## config.mk

```make
export PLATFORM = sky130hd
export DESIGN_NAME = id_ex_stage_flat
export DESIGN_NICKNAME = d
export VERILOG_FILES = /design/src/rtl/mips_pkg.sv /design/src/rtl/id_ex_stage_if.sv /design/src/rtl/id_ex_stage_fwd_mux.sv /design/src/rtl/id_ex_stage.sv /design/src/flat_wrapper.sv
export SDC_FILE = /design/constraint.sdc
export NUM_CORES = 1
export LEC_CHECK = 0
export BUFFER_PORTS_ARGS = -buffer_cell sky130_fd_sc_hd__buf_2
export CORE_UTILIZATION = 44
export CTS_BUF_LIST = sky130_fd_sc_hd__clkbuf_16
export DETAILED_ROUTE_END_ITERATION = 10
export HOLD_SLACK_MARGIN = 0.06
export PLACE_DENSITY = 0.87
export REMOVE_ABC_BUFFERS = 1
export SKIP_LAST_GASP = 1
export SYNTH_ARGS = -nofsm -noshare
export SYNTH_HDL_FRONTEND = slang
export SYNTH_SLANG_ARGS = --single-unit
```

## constraint.sdc

```tcl
create_clock -name clk -period 2.5 [get_ports clk]
set_clock_uncertainty 0.05 [all_clocks]
set_input_delay 0.125 -clock clk [delete_from_list [all_inputs] [get_ports clk]]
set_output_delay 0.125 -clock clk [all_outputs]
set_load 0.05 [all_outputs]
```

## src/rtl/mips_pkg.sv

```systemverilog
// mips_pkg: shared datapath widths, ALU op encodings and the ID/EX entry
// record used by the ID/EX pipeline stage and its forwarding muxes.
//   WORD_W      datapath / ALU operand width
//   REG_ADDR_W  register-file address width
//   ALU_*       3-bit ALU op codes consumed by the alu_1bit slices
//   id_ex_entry_t  everything the stage holds for one instruction
//   reg_match() true when a writeback stage targets a given nonzero register
package mips_pkg;

  localparam int WORD_W     = 32;
  localparam int REG_ADDR_W = 5;
  localparam int ALU_OP_W   = 3;

  localparam logic [ALU_OP_W-1:0] ALU_AND = 3'b000;
  localparam logic [ALU_OP_W-1:0] ALU_OR  = 3'b001;
  localparam logic [ALU_OP_W-1:0] ALU_ADD = 3'b010;
  localparam logic [ALU_OP_W-1:0] ALU_SUB = 3'b110;
  localparam logic [ALU_OP_W-1:0] ALU_SLT = 3'b111;

  typedef struct packed {
    logic [REG_ADDR_W-1:0] rs;
    logic [REG_ADDR_W-1:0] rt;
    logic [REG_ADDR_W-1:0] rd;
    logic [WORD_W-1:0]     rs_data;
    logic [WORD_W-1:0]     rt_data;
    logic [WORD_W-1:0]     imm;
    logic [ALU_OP_W-1:0]   alu_op;
    logic                  alusrc;
    logic                  regwrite;
    logic                  memread;
  } id_ex_entry_t;

  // Register 0 is hard-wired to zero, so a write to it never produces a match.
  function automatic logic reg_match(input logic                  wr_en,
                                     input logic [REG_ADDR_W-1:0] wr_rd,
                                     input logic [REG_ADDR_W-1:0] rd_reg);
    return wr_en && (wr_rd == rd_reg) && (rd_reg != '0);
  endfunction

endpackage

```

## src/rtl/id_ex_stage_if.sv

```systemverilog
// id_ex_stage_if: all non-clock signals of the ID/EX pipeline stage.
//   ID side      : id_valid/id_ready handshake, decoded operands and control
//   EX side      : ex_valid/ex_ready handshake, ALU a/b/op/cin and control
//   writeback    : exmem_* and memwb_* result info for forwarding / hazards
//   control      : flush in, hazard_stall out
// Modports: slave = the stage itself, master = whoever drives ID/EX/WB.
interface id_ex_stage_if;
  import mips_pkg::*;

  logic                  flush;
  logic                  id_valid;
  logic                  id_ready;
  logic [REG_ADDR_W-1:0] id_rs;
  logic [REG_ADDR_W-1:0] id_rt;
  logic [REG_ADDR_W-1:0] id_rd;
  logic [WORD_W-1:0]     id_rs_data;
  logic [WORD_W-1:0]     id_rt_data;
  logic [WORD_W-1:0]     id_imm;
  logic [ALU_OP_W-1:0]   id_alu_op;
  logic                  id_alusrc;
  logic                  id_regwrite;
  logic                  id_memread;

  logic                  ex_valid;
  logic                  ex_ready;
  logic [WORD_W-1:0]     ex_a;
  logic [WORD_W-1:0]     ex_b;
  logic [ALU_OP_W-1:0]   ex_alu_op;
  logic                  ex_cin;
  logic [REG_ADDR_W-1:0] ex_rd;
  logic                  ex_regwrite;
  logic                  ex_memread;

  logic                  exmem_regwrite;
  logic [REG_ADDR_W-1:0] exmem_rd;
  logic [WORD_W-1:0]     exmem_result;
  logic                  memwb_regwrite;
  logic [REG_ADDR_W-1:0] memwb_rd;
  logic [WORD_W-1:0]     memwb_result;

  logic                  hazard_stall;

  modport slave (
    input  flush, id_valid, id_rs, id_rt, id_rd, id_rs_data, id_rt_data,
           id_imm, id_alu_op, id_alusrc, id_regwrite, id_memread,
           ex_ready,
           exmem_regwrite, exmem_rd, exmem_result,
           memwb_regwrite, memwb_rd, memwb_result,
    output id_ready, ex_valid, ex_a, ex_b, ex_alu_op, ex_cin, ex_rd,
           ex_regwrite, ex_memread, hazard_stall
  );

  modport master (
    output flush, id_valid, id_rs, id_rt, id_rd, id_rs_data, id_rt_data,
           id_imm, id_alu_op, id_alusrc, id_regwrite, id_memread,
           ex_ready,
           exmem_regwrite, exmem_rd, exmem_result,
           memwb_regwrite, memwb_rd, memwb_result,
    input  id_ready, ex_valid, ex_a, ex_b, ex_alu_op, ex_cin, ex_rd,
           ex_regwrite, ex_memread, hazard_stall
  );

endinterface

```

## src/rtl/id_ex_stage_fwd_mux.sv

```systemverilog
// fwd_mux: picks the freshest value of one held source register.
//   reg_num / reg_data           held register number and its register-file data
//   exmem_regwrite/rd/result     EX/MEM writeback info (highest priority)
//   memwb_regwrite/rd/result     MEM/WB writeback info
//   fwd_data                     forwarded word (reg_data when nothing matches)
// Holding both *_regwrite low turns the mux into a plain pass-through.
module fwd_mux
  import mips_pkg::*;
(
  input  logic [REG_ADDR_W-1:0] reg_num,
  input  logic [WORD_W-1:0]     reg_data,
  input  logic                  exmem_regwrite,
  input  logic [REG_ADDR_W-1:0] exmem_rd,
  input  logic [WORD_W-1:0]     exmem_result,
  input  logic                  memwb_regwrite,
  input  logic [REG_ADDR_W-1:0] memwb_rd,
  input  logic [WORD_W-1:0]     memwb_result,
  output logic [WORD_W-1:0]     fwd_data
);

  // EX/MEM is the younger producer, so it overrides MEM/WB.
  always_comb begin
    fwd_data = reg_data;
    if (reg_match(exmem_regwrite, exmem_rd, reg_num)) begin
      fwd_data = exmem_result;
    end else if (reg_match(memwb_regwrite, memwb_rd, reg_num)) begin
      fwd_data = memwb_result;
    end
  end

endmodule

```

## src/rtl/id_ex_stage.sv

```systemverilog
// id_ex_stage: ID/EX pipeline register of the MIPS datapath.
// Holds one decoded instruction, forwards EX/MEM and MEM/WB results onto the
// rs/rt operands, applies alusrc, and drives the 32-bit ALU (a, b, op, cin).
// Detects load-use hazards and stalls ID through hazard_stall.
// Ports:
//   clk    rising-edge clock
//   rst_n  synchronous reset, active-low
//   bus    id_ex_stage_if.slave (ID handshake/operands, EX handshake/ALU
//          inputs, writeback info, flush, hazard_stall)
// Build option: define ID_EX_FORWARD_EN to enable result forwarding; when it
// is undefined the operands come straight from the register file and any
// pending write to a source register stalls ID instead.
module id_ex_stage
  import mips_pkg::*;
(
  input  logic         clk,
  input  logic         rst_n,
  id_ex_stage_if.slave bus
);

`ifdef ID_EX_FORWARD_EN
  localparam logic FWD_EN = 1'b1;
`else
  localparam logic FWD_EN = 1'b0;
`endif

  logic         valid_reg;
  logic         valid_next;
  id_ex_entry_t entry_reg;
  id_ex_entry_t entry_next;
  logic         capture;
  logic         load_use;
  logic         stall;

  // Load-use: the held load's result is not available until after MEM.
  assign load_use = bus.id_valid && valid_reg && entry_reg.memread &&
                    (entry_reg.rd != '0) &&
                    ((entry_reg.rd == bus.id_rs) || (entry_reg.rd == bus.id_rt));

`ifdef ID_EX_FORWARD_EN
  assign stall = load_use;
`else
  // Without forwarding, any in-flight write to a source register must retire
  // before the instruction can read the register file.
  logic rs_busy;
  logic rt_busy;

  assign rs_busy = reg_match(bus.exmem_regwrite, bus.exmem_rd, bus.id_rs) ||
                   reg_match(bus.memwb_regwrite, bus.memwb_rd, bus.id_rs) ||
                   (valid_reg && reg_match(entry_reg.regwrite, entry_reg.rd, bus.id_rs));
  assign rt_busy = reg_match(bus.exmem_regwrite, bus.exmem_rd, bus.id_rt) ||
                   reg_match(bus.memwb_regwrite, bus.memwb_rd, bus.id_rt) ||
                   (valid_reg && reg_match(entry_reg.regwrite, entry_reg.rd, bus.id_rt));
  assign stall   = load_use || (bus.id_valid && (rs_busy || rt_busy));
`endif

  assign bus.hazard_stall = stall;
  assign bus.id_ready     = (!valid_reg || bus.ex_ready) && !stall && !bus.flush;
  assign capture          = bus.id_valid && bus.id_ready;

  always_comb begin
    entry_next = entry_reg;
    valid_next = valid_reg;
    if (capture) begin
      entry_next.rs       = bus.id_rs;
      entry_next.rt       = bus.id_rt;
      entry_next.rd       = bus.id_rd;
      entry_next.rs_data  = bus.id_rs_data;
      entry_next.rt_data  = bus.id_rt_data;
      entry_next.imm      = bus.id_imm;
      entry_next.alu_op   = bus.id_alu_op;
      entry_next.alusrc   = bus.id_alusrc;
      entry_next.regwrite = bus.id_regwrite;
      entry_next.memread  = bus.id_memread;
    end
    // flush blocks capture through id_ready, so it also wins over id_valid.
    if (bus.flush) begin
      valid_next = 1'b0;
    end else if (capture) begin
      valid_next = 1'b1;
    end else if (bus.ex_ready) begin
      valid_next = 1'b0;
    end
  end

  always_ff @(posedge clk) begin
    if (!rst_n) begin
      valid_reg <= 1'b0;
      entry_reg <= '0;
    end else begin
      valid_reg <= valid_next;
      entry_reg <= entry_next;
    end
  end

  // Operand forwarding: index 0 = rs (ALU a), index 1 = rt (ALU b source).
  logic [REG_ADDR_W-1:0] held_reg  [2];
  logic [WORD_W-1:0]     held_data [2];
  logic [WORD_W-1:0]     fwd_data  [2];

  assign held_reg[0]  = entry_reg.rs;
  assign held_reg[1]  = entry_reg.rt;
  assign held_data[0] = entry_reg.rs_data;
  assign held_data[1] = entry_reg.rt_data;

  genvar gi;
  generate
    for (gi = 0; gi < 2; gi++) begin : g_fwd
      fwd_mux u_fwd_mux (
        .reg_num        (held_reg[gi]),
        .reg_data       (held_data[gi]),
        .exmem_regwrite (bus.exmem_regwrite & FWD_EN),
        .exmem_rd       (bus.exmem_rd),
        .exmem_result   (bus.exmem_result),
        .memwb_regwrite (bus.memwb_regwrite & FWD_EN),
        .memwb_rd       (bus.memwb_rd),
        .memwb_result   (bus.memwb_result),
        .fwd_data       (fwd_data[gi])
      );
    end
  endgenerate

  assign bus.ex_valid    = valid_reg;
  assign bus.ex_a        = fwd_data[0];
  assign bus.ex_b        = entry_reg.alusrc ? entry_reg.imm : fwd_data[1];
  assign bus.ex_alu_op   = entry_reg.alu_op;
  // Subtraction is a + ~b + 1 in the ripple ALU; the inversion lives in EX.
  assign bus.ex_cin      = (entry_reg.alu_op == ALU_SUB);
  assign bus.ex_rd       = entry_reg.rd;
  assign bus.ex_regwrite = entry_reg.regwrite;
  assign bus.ex_memread  = entry_reg.memread;

endmodule

```

## src/flat_wrapper.sv

```systemverilog
// flat-port wrapper written by rule: the top's interface ports become plain ports
module id_ex_stage_flat import mips_pkg::*;
  (clk, rst_n, bus_flush, bus_id_valid, bus_id_rs, bus_id_rt, bus_id_rd, bus_id_rs_data, bus_id_rt_data, bus_id_imm, bus_id_alu_op, bus_id_alusrc, bus_id_regwrite, bus_id_memread, bus_ex_ready, bus_exmem_regwrite, bus_exmem_rd, bus_exmem_result, bus_memwb_regwrite, bus_memwb_rd, bus_memwb_result, bus_id_ready, bus_ex_valid, bus_ex_a, bus_ex_b, bus_ex_alu_op, bus_ex_cin, bus_ex_rd, bus_ex_regwrite, bus_ex_memread, bus_hazard_stall);
  id_ex_stage_if bus_i ();
  input  logic clk;
  input  logic rst_n;
  input wire logic [$bits(bus_i.flush)-1:0] bus_flush;
  input wire logic [$bits(bus_i.id_valid)-1:0] bus_id_valid;
  input wire logic [$bits(bus_i.id_rs)-1:0] bus_id_rs;
  input wire logic [$bits(bus_i.id_rt)-1:0] bus_id_rt;
  input wire logic [$bits(bus_i.id_rd)-1:0] bus_id_rd;
  input wire logic [$bits(bus_i.id_rs_data)-1:0] bus_id_rs_data;
  input wire logic [$bits(bus_i.id_rt_data)-1:0] bus_id_rt_data;
  input wire logic [$bits(bus_i.id_imm)-1:0] bus_id_imm;
  input wire logic [$bits(bus_i.id_alu_op)-1:0] bus_id_alu_op;
  input wire logic [$bits(bus_i.id_alusrc)-1:0] bus_id_alusrc;
  input wire logic [$bits(bus_i.id_regwrite)-1:0] bus_id_regwrite;
  input wire logic [$bits(bus_i.id_memread)-1:0] bus_id_memread;
  input wire logic [$bits(bus_i.ex_ready)-1:0] bus_ex_ready;
  input wire logic [$bits(bus_i.exmem_regwrite)-1:0] bus_exmem_regwrite;
  input wire logic [$bits(bus_i.exmem_rd)-1:0] bus_exmem_rd;
  input wire logic [$bits(bus_i.exmem_result)-1:0] bus_exmem_result;
  input wire logic [$bits(bus_i.memwb_regwrite)-1:0] bus_memwb_regwrite;
  input wire logic [$bits(bus_i.memwb_rd)-1:0] bus_memwb_rd;
  input wire logic [$bits(bus_i.memwb_result)-1:0] bus_memwb_result;
  output wire logic [$bits(bus_i.id_ready)-1:0] bus_id_ready;
  output wire logic [$bits(bus_i.ex_valid)-1:0] bus_ex_valid;
  output wire logic [$bits(bus_i.ex_a)-1:0] bus_ex_a;
  output wire logic [$bits(bus_i.ex_b)-1:0] bus_ex_b;
  output wire logic [$bits(bus_i.ex_alu_op)-1:0] bus_ex_alu_op;
  output wire logic [$bits(bus_i.ex_cin)-1:0] bus_ex_cin;
  output wire logic [$bits(bus_i.ex_rd)-1:0] bus_ex_rd;
  output wire logic [$bits(bus_i.ex_regwrite)-1:0] bus_ex_regwrite;
  output wire logic [$bits(bus_i.ex_memread)-1:0] bus_ex_memread;
  output wire logic [$bits(bus_i.hazard_stall)-1:0] bus_hazard_stall;
  assign bus_i.flush = bus_flush;
  assign bus_i.id_valid = bus_id_valid;
  assign bus_i.id_rs = bus_id_rs;
  assign bus_i.id_rt = bus_id_rt;
  assign bus_i.id_rd = bus_id_rd;
  assign bus_i.id_rs_data = bus_id_rs_data;
  assign bus_i.id_rt_data = bus_id_rt_data;
  assign bus_i.id_imm = bus_id_imm;
  assign bus_i.id_alu_op = bus_id_alu_op;
  assign bus_i.id_alusrc = bus_id_alusrc;
  assign bus_i.id_regwrite = bus_id_regwrite;
  assign bus_i.id_memread = bus_id_memread;
  assign bus_i.ex_ready = bus_ex_ready;
  assign bus_i.exmem_regwrite = bus_exmem_regwrite;
  assign bus_i.exmem_rd = bus_exmem_rd;
  assign bus_i.exmem_result = bus_exmem_result;
  assign bus_i.memwb_regwrite = bus_memwb_regwrite;
  assign bus_i.memwb_rd = bus_memwb_rd;
  assign bus_i.memwb_result = bus_memwb_result;
  assign bus_id_ready = bus_i.id_ready;
  assign bus_ex_valid = bus_i.ex_valid;
  assign bus_ex_a = bus_i.ex_a;
  assign bus_ex_b = bus_i.ex_b;
  assign bus_ex_alu_op = bus_i.ex_alu_op;
  assign bus_ex_cin = bus_i.ex_cin;
  assign bus_ex_rd = bus_i.ex_rd;
  assign bus_ex_regwrite = bus_i.ex_regwrite;
  assign bus_ex_memread = bus_i.ex_memread;
  assign bus_hazard_stall = bus_i.hazard_stall;
  id_ex_stage u_core (.clk(clk), .rst_n(rst_n), .bus(bus_i));
endmodule
```

==> impl_metrics.yaml <==
synth:
  synth_cell_types: 26
  postSynthAreaPerCell_um2: 8.869
  post_synth_inst_count: 609
  synthesis.area_um2: 5401
  post_synth_edffs: 0
  synth_simple_gate_area_share_pct: 17.54
  yosys-mux-area-fraction_pct: 26.50
  synthesized_area_fraction_occupied_by_ao_oa_aoi_and_oai_cells_pct: 0.9729
  synth-seq-area-share_pct: 40.03
  postSynth.asyncResetShare_pct: 0
  synth-adder-area-share_pct: 0
  synthXorXnorAreaFrac_pct: 4.864
  synth_top_family_by_area: "multiplexers"
  yosysWarningCount: 0
  postSynthRegisterBits: 108
  yosys_most_used_dff: "sky130_fd_sc_hd__dfxtp_1"
final_layout:
  design.final.nets: 1073
  finalNonFillerCells: 1028
  post_synthesis_to_final_layout_area_growth_pct: 43.78
  largest_reg_flops: 97
  drive_above_1_share_pct: 31.59
  post_route_cell_area_um2: 7766
  final_util_pct: 64.66
sta:
  hold_ws_ns: 0.1003
  finalMaxSlewViolations: 0
  grt_setup_unrepaired: "false"
  timing.max_slew.rel_slack_pct: 74.42
  worst_slack_ns: 0.1172
  maxClockFrequency_mhz: 419.7
  finalCriticalPeriod_ns: 2.383
  setup_violations: 0
  report.final.hold_viol_count: 0
  worst-slew-pin-transition_ns: 0.3837
  timing.final.crit_share_pct: 95.31
worst_setup_path:
  crit_path_start_kind: "flop"
  timing.critical_path.cells: "xor2_1, nor3_1, o2111ai_1, nand4_1, and2_1, nor3_1, buf_4"
  critical-path-top-cell-by-count: "sky130_fd_sc_hd__nor3_1"
  crit_fanout: 5
  timing.critical_path.max_delay_family: "simple AND/OR/NAND/NOR gates"
  cp.arrival_ns: 2.21
  critical_path_buf_inv_count: 1
  critPathCaptureType: "output pin"
  timing.critical_path.slowest_cell_delay_ns: 0.41
  crit_required_ns: 2.33
  regToRegSetupSlack_ns: 0.17
  worst-setup-path-type: "reg -> out"
  cell_type_of_the_slowest_stage_on_the_worst_timing_path: "sky130_fd_sc_hd__dfxtp_1"
power:
  fraction_of_power_consumed_by_sequential_logic_pct: 41.4
  pwr-share-clk_pct: 35.6
  comb_power_share_pct: 23.0
  cell_internal_pwr_mw: 3.242
  switching_power_mw: 1.304
  p_per_area_nw_per_um2: 585.3
  vdd_ir_drop_max_uv: 460.0
  switching_share_pct: 28.68
  power_leakage_nw: 3.583
routing:
  vias_per_cell: 4.911
  wire_length_per_cell_after_detailed_routing_um: 14.82
  postRouteWirelength_mm: 15.24
  drc: 0
  antenna_violating_nets_post_route: 0
  drtIter0Drc: 294
  drt_pass1_iterations: 6
  via_total_after_detailed_routing: 5048
floorplan:
  num_rows: 40
  dieHeight_um: 112.8
  total_die_area_um2: 12720
  initial_core_util_pct: 44.97
  core_um2: 12010
  die-width_um: 112.8
  boundaryPins: 276
global_routing:
  grt_pass1_vias: 5200
  overflow: 0
  track_usage_pct: 23.24
  grtUsageMet1_pct: 21.74
  groute.layer.met2.usage_pct: 44.03
  initial_antenna_violation_count: 1
  grt_pass1_wl_mm: 23.32
  grt_start_max_net_pins: 76
  grt.busiest_layer: "met2"
  grt.met3_usage_pct: 5.892
cts:
  clock_tree.htree_level_count: 3
  cts_tree: "yes"
  clock-sinks: 108
  cts.repair_timing.setup_buffer_count: 0
  worst_skew_pair.late_latency_ns: 0.35
  cts-root-to-sink-buffers: 2
  path_clk_slew_ns: 0.07
  numCtsBuffers: 9
  clock_tree.root_cell: "sky130_fd_sc_hd__clkbuf_16"
status:
  status: "finished clean"
place:
  globalplace.congestion: 0.8217
  dpl-instance-area_um2: 6325
  worst_slack_at_placement_ns: -0.03218
  port-buffer-count: 211
  place_hpwl_mm: 8.413
  place_inst: 903
run:
  max-cap-violations: 0
min_path:
  hold_class: "in -> reg"
[path summary, 6_finish.rpt]
kind,startpoint,endpoint,depth (start not counted)
max,u_core.bus.ex_rd[3]$_SDFFE_PN0P_,bus_id_ready,7
min,rst_n,u_core.entry_reg[2]$_SDFFE_PN0P_,3
max reg2reg,u_core.bus.ex_rd[3]$_SDFFE_PN0P_,u_core.entry_reg[72]$_SDFFE_PN0P_,8
min reg2reg,u_core.entry_reg[86]$_SDFFE_PN0P_,u_core.entry_reg[86]$_SDFFE_PN0P_,2
[tightest hold or removal path, cell delays in order]
cell	delay, ns
sky130_fd_sc_hd__buf_6	0.18
sky130_fd_sc_hd__nand2_1	0.09
sky130_fd_sc_hd__mux2i_1	0.06
[area by class of cell]
type                       instances  area (um2)
timing repair buffer             335        2357
multi-input combinational        419        2709
clock inverter                     7       113.9
tap                              147       183.9
sequential                       108        2167
inverter                           2       7.507
fill                             880        4245
antenna                            1       2.502
clock buffer                       9       225.2
[routing by layer]
metal / share of wire [%] / vias up
met1: 38 / 2311
li1: - / 2477
met5: 0 / -
met2: 52 / 200
met3: 5.9 / 60
met4: 4.7 / 0
[Yosys cell counts (2+ instances only)]
| master | instances | area share (%) |
|---|---|---|
| sky130_fd_sc_hd__and2_1 | 2 | 0.23 |
| sky130_fd_sc_hd__buf_12 | 3 | 1.1 |
| sky130_fd_sc_hd__buf_4 | 47 | 6.5 |
| sky130_fd_sc_hd__clkbuf_1 | 28 | 1.9 |
| sky130_fd_sc_hd__dfxtp_1 | 108 | 40 |
| sky130_fd_sc_hd__inv_1 | 2 | 0.14 |
| sky130_fd_sc_hd__mux2_2 | 32 | 6.7 |
| sky130_fd_sc_hd__mux2i_1 | 107 | 20 |
| sky130_fd_sc_hd__nand2_1 | 222 | 15 |
| sky130_fd_sc_hd__nand3_1 | 2 | 0.19 |
| sky130_fd_sc_hd__nand4_1 | 5 | 0.58 |
| sky130_fd_sc_hd__nor2_1 | 4 | 0.28 |
| sky130_fd_sc_hd__nor3_1 | 5 | 0.46 |
| sky130_fd_sc_hd__o22ai_1 | 2 | 0.23 |
| sky130_fd_sc_hd__xnor2_1 | 26 | 4.2 |
| sky130_fd_sc_hd__xor2_1 | 4 | 0.65 |
[kinds of logic after synthesis]
group | after synthesis
AOI/OAI and AO/OA | 7
xor gates and xnor gates | 30
buffers and inverters | 82
DFF | 108
muxes | 139
and+or+nand+nor | 243
[per-stage QoR]
stage,total power [mW],TNS (ns)
6_report,4.546,0
5_1_grt,4.719,0
4_1_cts,4.550,0
3_5_place_dp,2.801,-0.2554
3_3_place_gp,2.783,0
2_1_floorplan,2.600,-1538.49
[power by group through the flow]
stage,registers [mW],logic (mW),clock network [mW]
after CTS,1.88,1.02,1.66
after detailed placement,1.91,0.886,0
after floorplan,2.05,0.552,0
final,1.88,1.05,1.62
after global placement,1.91,0.872,0
after global routing,1.89,1.11,1.72
[timing repair]
item,4_1_cts,5_1_grt
setup endpoints to repair,0,28
hold endpoints to repair,108,0
hold buffers,108,0
gates resized for setup,0,7
[layout by cell type, fill, tap and decap left out, drive strengths merged]
cell type    synthesis  routed
buf                 52     227
nand2              222     222
dlygate4sd3          0     108
dfxtp              108     108
mux2i              107     107
mux2                32      32
xnor2               26      26
clkbuf              28       9
nand4                5       5
nor3                 5       5
xor2                 4       4
nor2                 4       4
inv                  2       4
bufinv               0       3
o22ai                2       2
nand3                2       2
and2                 2       2
diode                0       1
or4                  1       1
o21ai                1       1
o2111ai              1       1
o21a                 1       1
a32oi                1       1
nor2b                1       1
nor4                 1       1
o211a                1       1
clkinvlp             0       1
clkinv               0       1
Note: power is estimated with default switching activity, not from simulation.
